**src/rtl/arbitro_mux_if.sv**
```systemverilog
// Bundle of the arbiter's request/data inputs and grant/mux outputs.
interface arbitro_mux_if;
  logic [3:0] req;
  logic [3:0] D;
  logic [3:0] gnt;
  logic [1:0] S;
  logic       busy;
  logic       Y;

  modport master (output req, D, input gnt, S, busy, Y);
  modport slave  (input req, D, output gnt, S, busy, Y);
endinterface

```
**src/rtl/arbitro_mux.sv**
```systemverilog
// 4-way round-robin arbiter driving a registered 4:1 data mux.
// Optional hold timeout enabled by defining ARB_TIMEOUT_EN.
module arbitro_mux #(
  parameter int unsigned MAX_HOLD = 8
) (
  input logic          clk,
  input logic          rst,
  arbitro_mux_if.slave bus
);

  localparam logic [0:0] IDLE  = 1'b0;
  localparam logic [0:0] GRANT = 1'b1;

  if (MAX_HOLD < 2 || MAX_HOLD > 255) begin : g_bad_hold
    $error("MAX_HOLD out of range 2..255");
  end

  logic [0:0] r_state;
  logic [1:0] r_last;
  logic [3:0] r_gnt;
  logic [1:0] r_s;
  logic       r_busy;
  logic       r_y;

  logic [1:0] w_win;
  logic [1:0] w_idx;
  logic       w_any;
  logic       w_expire;
  logic       w_new;

  // Scan downward so the nearest requester after r_last is written last.
  always_comb begin
    w_win = r_last;
    w_idx = r_last;
    for (int unsigned k = 4; k > 0; k--) begin
      w_idx = r_last + 2'(k);
      if (bus.req[w_idx]) w_win = w_idx;
    end
  end

  assign w_any = |bus.req;

`ifdef ARB_TIMEOUT_EN
  localparam logic [7:0] HOLD_LAST = 8'(MAX_HOLD - 1);
  logic [7:0] r_cnt;

  assign w_expire = (r_cnt == HOLD_LAST) && |(bus.req & ~r_gnt);

  always_ff @(posedge clk or posedge rst) begin
    if (rst) begin
      r_cnt <= '0;
    end else if (w_new) begin
      r_cnt <= '0;
    end else if (r_state == GRANT && r_cnt != HOLD_LAST) begin
      r_cnt <= r_cnt + 8'd1;
    end
  end
`else
  assign w_expire = 1'b0;
`endif

  assign w_new = w_any && ((r_state == IDLE) || !bus.req[r_s] || w_expire);

  always_ff @(posedge clk or posedge rst) begin
    if (rst) begin
      r_state <= IDLE;
      r_last  <= 2'd3;
      r_gnt   <= '0;
      r_s     <= '0;
      r_busy  <= 1'b0;
      r_y     <= 1'b0;
    end else begin
      r_y <= r_busy & bus.D[r_s];
      if (w_new) begin
        r_state <= GRANT;
        r_gnt   <= 4'b0001 << w_win;
        r_s     <= w_win;
        r_last  <= w_win;
        r_busy  <= 1'b1;
      end else if (r_state == GRANT && !w_any) begin
        r_state <= IDLE;
        r_gnt   <= '0;
        r_busy  <= 1'b0;
      end
    end
  end

  assign bus.gnt  = r_gnt;
  assign bus.S    = r_s;
  assign bus.busy = r_busy;
  assign bus.Y    = r_y;

endmodule
```
**src/flat_wrapper.sv**
```systemverilog
// flat-port wrapper written by rule: the top's interface ports become plain ports
module arbitro_mux_flat 
#(
  parameter int unsigned MAX_HOLD = 8
)
  (clk, rst, bus_req, bus_D, bus_gnt, bus_S, bus_busy, bus_Y);
  arbitro_mux_if bus_i ();
  input logic clk;
  input logic rst;
  input wire logic [$bits(bus_i.req)-1:0] bus_req;
  input wire logic [$bits(bus_i.D)-1:0] bus_D;
  output wire logic [$bits(bus_i.gnt)-1:0] bus_gnt;
  output wire logic [$bits(bus_i.S)-1:0] bus_S;
  output wire logic [$bits(bus_i.busy)-1:0] bus_busy;
  output wire logic [$bits(bus_i.Y)-1:0] bus_Y;
  assign bus_i.req = bus_req;
  assign bus_i.D = bus_D;
  assign bus_gnt = bus_i.gnt;
  assign bus_S = bus_i.S;
  assign bus_busy = bus_i.busy;
  assign bus_Y = bus_i.Y;
  arbitro_mux #(.MAX_HOLD(MAX_HOLD)) u_core (.clk(clk), .rst(rst), .bus(bus_i));
endmodule
```
**config.mk**
```make
export PLATFORM = sky130hd
export DESIGN_NAME = arbitro_mux_flat
export DESIGN_NICKNAME = d
export VERILOG_FILES = /design/src/rtl/arbitro_mux_if.sv /design/src/rtl/arbitro_mux.sv /design/src/flat_wrapper.sv
export SDC_FILE = /design/constraint.sdc
export NUM_CORES = 1
export LEC_CHECK = 0
export BUFFER_PORTS_ARGS = -buffer_cell sky130_fd_sc_hd__clkbuf_2
export CAP_MARGIN = 5
export CORE_AREA = 2 2 39 41
export CTS_CLUSTER_SIZE = 10
export DETAILED_ROUTE_END_ITERATION = 10
export DIE_AREA = 0 0 41 43
export PLACE_DENSITY = 0.73
export RECOVER_POWER = 25
export SLEW_MARGIN = 30
export SYNTH_ARGS = -nofsm -noshare
export SYNTH_HDL_FRONTEND = slang
export SYNTH_SLANG_ARGS = --single-unit
```
**constraint.sdc**
```tcl
create_clock -name clk -period 2.12 [get_ports clk]
set_clock_uncertainty 0.05 [all_clocks]
set_input_delay 0.424 -clock clk [delete_from_list [all_inputs] [get_ports clk]]
set_output_delay 0.424 -clock clk [all_outputs]
set_load 0.05 [all_outputs]
```
# Yosys cells after proc, flatten, opt, wreduce, memory -nomap -nowiden
# Index checks and enable logic that the tools add are counted.
dict set report totals {
  register_bits 10
  in_bits 10
  out_inout_bits 8
  wordCells 39
}
dict set report op_classes {
  addsub 3
  n_lt_le_gt_ge 4
  shifts 1
  mux 17
  bitwise_logic 2
  n_reduce_logical 7
}
# op n
set ops {}
lappend ops {{less-than comparator 2 x 3 -> 1 bit, second input constant} 4}
lappend ops {{binary-select mux 1 bit (select 2 bit)} 5}
lappend ops {{2-to-1 mux 4 bit} 2}
lappend ops {{2-to-1 mux 1 bit} 7}
lappend ops {{2-to-1 mux 2 bit} 3}
lappend ops {{adder 2 bit, second input constant} 2}
lappend ops {{OR reduction 4 bit} 1}
lappend ops {{<< shifter 1 x 2 -> 4 bit, first input constant} 1}
lappend ops {{adder 2 x 1 -> 2 bit, second input constant} 1}
lappend ops {{logical AND 1 bit} 2}
lappend ops {{zero test 1 bit} 2}
lappend ops {{nonzero test 2 bit} 1}
lappend ops {{AND 1 bit} 1}
lappend ops {{logical OR 1 bit} 1}
lappend ops {{inverter 1 bit} 1}

# Depth between registers and ports, before layout
# Gate-level depths: netlist of the first run.
dict set report depth {
  word_depth 8
  ltp_mapped 5
  ltp_nobuf 5
}

# Least setup slack after synthesis of the first run
# OpenSTA, ideal clock, no wires.
dict set report synth_path {
  kind {reg-to-reg}
  start {reg u_core.r_s[0] (netlist: u_core.bus.S[0])}
  end {reg u_core.r_s[1] (netlist: u_core.bus.S[1])}
  setup_ns 0.125
  t_arrival_ns 1.915
  required_time_ns 1.945
  path_slack_ns 0.030
  stages_incl_launch_ff 5
  n_path_buf 0
  synth_period_minus_slack_ns 2.090
  path_cell_list {dfrtp_1 mux4_2 and2_4 nor2_4 mux2_2}
}
dict set report synth_via {
  elab_chain_len 5
}
# item line
set synth_lines {}
lappend synth_lines {{start: declaration} arbitro_mux.sv:21} ;# logic [1:0] r_s;
lappend synth_lines {{start signal: assignment} arbitro_mux.sv:77} ;# r_s <= w_win;
lappend synth_lines {{binary-select mux 1 bit (select 2 bit)} arbitro_mux.sv:62} ;# assign w_new = w_any && ((r_state == IDLE) || !bus.req[r_s] || w_expire);
lappend synth_lines {{2-to-1 mux 1 bit (implied by the code)} arbitro_mux.sv:62}
lappend synth_lines {{zero test 1 bit} arbitro_mux.sv:62}
lappend synth_lines {{logical OR 1 bit} arbitro_mux.sv:62}
lappend synth_lines {{logical AND 1 bit} arbitro_mux.sv:62}
# Every way passes these cells. The select of a mux whose other input is x is not followed.
# A chain may end at the register's enable or synchronous reset.

# Worst setup path in the final report of the first run
# Ends and elaborated chain as after synthesis.

==> results of run 1 <==
power groups by stage:
stage / registers, W / logic [W] / clock network (W)
after global placement: 0.000370 / 0.000649 / 0
final: 0.000365 / 0.000658 / 0.000171
after detailed placement: 0.000372 / 0.000656 / 0
after CTS: 0.000367 / 0.000661 / 0.000172
after floorplan: 0.000555 / 0.000321 / 0
after global routing: 0.000377 / 0.000696 / 0.000181
synthesized netlist by cell type (2+ instances only):
library cell  instances
a32oi_1               2
a31oi_1               2
dfstp_2               2
and2_1                3
o211ai_1              2
mux2_2                2
nand2b_1              3
or4_1                 2
dfrtp_1               8
o21a_1                2
mux4_2                2
o22ai_1               2
a21oi_1               3
nor3b_1               2
o21ai_0               2
nor2_1                3
inv_1                 4
worst max-delay path, cell delays in order, from the launching register on:
cell	delay, ns
dfrtp_1	0.44
mux4_2	0.56
and2_4	0.20
nor2_4	0.13
mux2_2	0.34
flip-flops by register name, summed over array words and instances, names as in the netlist:
signal	flops
u_core.bus.S	2
u_core.bus.gnt	4
u_core.bus.Y	1
u_core.r_last	2
u_core.r_state	1
per-stage QoR:
| stage | area, µm² | total power, W | util (%) | worst slack (ns) |
|---|---|---|---|---|
| finish | 758.2 | 0.001195 | 54.79 | 0.2861 |
| global route | 758.2 | 0.001255 | 54.79 | 0.2344 |
| CTS | 758.2 | 0.001201 | 54.79 | 0.2805 |
| detailed placement | 721.9 | 0.001028 | 52.17 | 0.2065 |
| global placement | 721.9 | 0.001019 | 52.17 | 0.2290 |
| floorplan | 601.8 | 0.0008753 | - | 0.03042 |
cells by family after synthesis:
group	count (synthesis)	synth area share [%]
compound gates	19	21.41
simple gates	18	22.87
flops	10	42.00
mux	4	11.23
buf+inv	4	2.494
metal layers:
metal  up-vias  track usage [%]  share of wire (%)
met5         -                0                  0
met4         0            6.000               0.86
met3         2            3.141                3.0
met2         8            25.31                 50
met1       253            18.03                 46
li1        262                -                  -
area by class of cell:
type                       count  area share (%)
multi-input combinational     41           44.06
sequential                    10           33.33
inverter                       4           1.980
clock buffer                   4           4.785
timing repair buffer          19           13.20
tap                           16           2.640
worst paths after layout:
kind                                         from                end  slack [ns]  cells past startpoint
worst max-delay path              u_core.bus.S[0]    u_core.bus.S[1]        0.29                      4
worst min-delay path                          rst  u_core.bus.gnt[0]        0.05                      2
worst max register to register    u_core.bus.S[0]    u_core.bus.S[1]        0.29                      4
worst min register to register  u_core.bus.gnt[1]  u_core.bus.gnt[1]        0.49                      2
max in group asynchronous                     rst   u_core.r_last[0]        1.66                      2
min in group clk                u_core.bus.gnt[1]  u_core.bus.gnt[1]        0.49                      2
==> metrics.txt, run 1 <==
Final setup viols=0; dpl cells=90; register area=252.7 µm²; htree depth=1; CTS tree=built; crit path max fanout=5; Area contributors post-synth=dfrtp_1, dfstp_2, mux4_2; largest net degree at the start of global routing=11; initial antenna violation count=0; #FFs+latches synth=10; clock latency on the worst-skew pair=0.26 ns; HP Class=in2async; Initial DRC Count=8; PD cells=1576 nW/µm²; share of layout cells above drive strength 1=42.31%; Residual DRC=0; antenna-violating nets left=0; cts hold-fix bufs=0; synth unique cells=26; GRT overflow=0; Final GP Congestion=0.7840; post-synthesis sequential area ratio=42.00%; Worst EP arrival=1.93 ns; Max Slew Vio Count=0; Worst VDD drop=877.7 µV; Starting Density=43.49%; ys async rst share=100.0%; # Post-CTS Setup Buffers=0; drt total wl=1.168 mm; Detailed Routing Iterations Pass 1=4; Rel. slew slack=65.25%; gr usage total=15.22%; final hold vios=0; Period Utilization, post-route=86.51%; Final HPWL DP=905.5 µm; post-layout minimum cycle time=1.834 ns; IO Count=18; Cell Count, Final, Fillers Out=94; Port-buffer cells=17; Net Count, Synth=65; Clock Path Buffers=2; Post-CTS Resized=0; Max Fclk=545.3 MHz; clock power share=14.3%; ant diodes=0; Yosys Warn Count=0; Startpoint Class=flop; unrepaired setup endpoints after global routing=false; switching share of power=46.06%; vias in the first global route=474; largest area contributor in the netlist=dfrtp_1; data required time of the critical path=2.22 ns; worst slew pin tran=0.5178 ns; Internal Power=0.0006444 W; Vias=525; number of max-cap violations=0; Fin Hold WS=0.05407 ns; combinational share of power=55.1%; clk sinks=10; Mapped Area=601.8 µm²; Fill cells=114; die width=41 µm; Final TNS setup=0 ns; multi-input logic area=334.1 µm²; commonest non-fill, non-tap cell in the layout=clkbuf_2; die area=1763 µm²; leading cell types in the layout, fill and taps excluded=clkbuf_2, dfrtp_1, inv_1; number of flops mapped to enable cells by yosys=0; status=finished clean; mean area per synthesized cell=10.94 µm²; Vias/cell=5.585; Root Buffer Master=clkbuf_4; total clock buffers created by CTS=3; WL/cell=12.43 µm; Synth top area share=33.26%; Setup crit end kind=flop; Mapped Cells=55; Flop pwr share=30.6%; Row Count=14; Area growth syn-to-layout=25.99%; Die Height=43 µm; static leakage=0.3353 nW; critical path class=reg2reg; nets=89; Core Box Area=1384 µm²; Switch Pwr=0.0005502 W; ys flop type=dfrtp_1; first-pass GRT wire length=1.849 mm; Clock transition at path regs=0.07 ns
Note: power is estimated with default switching activity, not from simulation.
==> inputs of run 2 (changes only) <==
- ABC_AREA: default -> 1
- CORE_AREA: 2 2 39 41 -> default
- CORE_MARGIN: default -> 2
- CORE_UTILIZATION: default -> 49
- DIE_AREA: 0 0 41 43 -> default
- PLACE_DENSITY: 0.73 -> 0.77
- SLEW_MARGIN: 30 -> default
==> run 2 against run 1 <==
Wire length up 18%; clock-buffer cell count unchanged; via count up 20%; total power up 29%; combinational power up 51%; critical path depth up 7; fmax up 16%; final cell count up 39%; worst hold slack better by 0.0027 ns; synthesized cell count up 76%; largest power group unchanged; highest routed layer is now met3.
==> metrics.txt, run 2 <==
Buf+Inv Stages, Crit Path=2; Worst path max stage delay=0.65 ns; Core Util, Final=61.15%; clock latency on the worst-skew pair=0.26 ns; initial antenna violation count=0; number of flops mapped to enable cells by yosys=0; CP top delay family=flip-flops; Final setup viols=0; ys async rst share=100.0%; clk sinks=10; #FFs+latches synth=10; largest family of logic cells by synthesized area=simple AND/OR/NAND/NOR gates; final hold vios=0; ant diodes=0; Synth Area in Compound Gates=8.856%; post-layout minimum cycle time=1.576 ns; Setup crit end kind=flop; Port-buffer cells=17; Synth top area share=29.52%; largest area contributor in the netlist=dfrtp_1; Max Slew Vio Count=0; Startpoint Class=flop; multiplexer share of the synthesized area=0%; CTS tree=built; HP Class=in2async; largest net degree at the start of global routing=12; Mapped Area=678.2 µm²; Clock Path Buffers=2; Die Height=41.20 µm; Worst EP arrival=1.67 ns; PD cells=1944 nW/µm²; Period Utilization, post-route=74.32%; Fin Hold WS=0.05681 ns; static leakage=0.4694 nW; drt total wl=1.374 mm; total clock buffers created by CTS=3; adder-cell share of the synthesized area=0%; worst slew pin tran=0.3722 ns; xor/xnor cell area share of the yosys netlist=0%; Initial DRC Count=7; Yosys Warn Count=0; Root Buffer Master=clkbuf_4; Post-CTS Resized=0; GRT overflow=0; count leader, synth=nand2_1; status=finished clean; die area=1697 µm²; Final HPWL DP=1.158 mm; slowest CP cell=dfstp_2; Area growth syn-to-layout=17.34%; leading cell types in the layout, fill and taps excluded=nand2_1, clkbuf_2, nand2_2; synth unique cells=16; htree depth=1; Vias=632; IO Count=18; Max Fclk=634.7 MHz; Worst VDD drop=1067 µV; post-synthesis sequential area ratio=37.27%; vias in the first global route=582; most frequent cells after synthesis=nand2_1, nand2_2, inv_1, dfrtp_1, nor2_1; Area contributors post-synth=dfrtp_1, nand2_1, nand2_2; Row Count=13; nets=127; Mapped Cells=97; first-pass GRT wire length=2.235 mm; Starting Density=52.12%; cts hold-fix bufs=0; WL/cell=10.49 µm; Residual DRC=0; Rel. slew slack=75.16%; critical path class=reg2reg; gr usage total=20.45%; data required time of the critical path=2.22 ns; Core Box Area=1301 µm²; ys flop type=dfrtp_1; max reg flops=4; Vias/cell=4.824; Detailed Routing Iterations Pass 1=4; post-synthesis simple-gate area fraction=41.70%; number of max-cap violations=0; Most common cell on crit path=nand2_1; commonest non-fill, non-tap cell in the layout=nand2_1; Final GP Congestion=0.7291; mean area per synthesized cell=6.991 µm²; antenna-violating nets left=0; # Post-CTS Setup Buffers=0; Clock transition at path regs=0.06 ns; Critical Path, Cell by Cell=inv_8 > nand2_1 > nand2_2 > nand2_1 > nand2_1 > inv_2 > nand2_1 > nand2_2 > nand2_2 > nand3_1 > nand2_1; crit path max fanout=8; die width=41.20 µm; share of layout cells above drive strength 1=37.93%; Net Count, Synth=107; Final TNS setup=0 ns; unrepaired setup endpoints after global routing=false
[run 2: cell type report]
class / count / area [µm²]
inverter: 14 / 60.06
fill: 124 / 505.5
multi-input combinational: 71 / 342.8
sequential: 10 / 252.7
tap: 15 / 18.77
timing repair buffer: 17 / 85.08
clock buffer: 4 / 36.28
[run 2: report_power, final]
| group | leakage (nW) | internal (W) | switching [W] | total (W) |
|---|---|---|---|---|
| Combinational | 0.330 | 0.000291 | 0.000700 | 0.000991 |
| Clock | 0.0210 | 0.000104 | 0.0000628 | 0.000167 |
| Sequential | 0.118 | 0.000293 | 0.0000953 | 0.000388 |
| Total | 0.469 | 0.000689 | 0.000858 | 0.00155 |
[run 2: stage by stage]
| stage | std cells | instance area (µm²) | power (W) | setup WS [ns] |
|---|---|---|---|---|
| 6_report | 131 | 795.8 | 0.001547 | 0.5445 |
| 5_1_grt | 131 | 795.8 | 0.001687 | 0.3929 |
| 4_1_cts | 131 | 795.8 | 0.001562 | 0.5260 |
| 3_5_place_dp | 127 | 759.5 | 0.001385 | 0.5397 |
| 3_3_place_gp | 127 | 759.5 | 0.001369 | 0.5662 |
| 2_1_floorplan | 97 | 678.2 | 0.001233 | 0.5614 |
[run 2: metal layers]
metal  global-route usage, %  part of all wire (%)  vias to the layer above
li1                        -                     -                      343
met1                   24.58                    47                      280
met2                   36.33                    50                        9
met3                   1.630                   2.2                        0
met4                   9.677                     0                        0
met5                       0                     0                        -
[run 2: cell families after synthesis]
| family | after synthesis |
|---|---|
| compound gates | 12 |
| simple gates | 59 |
| flops | 10 |
| buf+inv | 16 |
[run 2: path summary, 6_finish.rpt]
check / from / endpoint / slack [ns] / depth (start not counted)
worst max register to register: u_core.r_last[0] / u_core.bus.gnt[2] / 0.54 / 11
worst max-delay path: u_core.r_last[0] / u_core.bus.gnt[2] / 0.54 / 11
min in group clk: bus_D[3] / u_core.bus.Y / 0.43 / 3
max in group asynchronous: rst / u_core.r_last[1] / 1.66 / 2
worst min-delay path: rst / u_core.bus.S[1] / 0.06 / 2
worst min register to register: u_core.bus.gnt[1] / u_core.bus.gnt[1] / 0.44 / 2
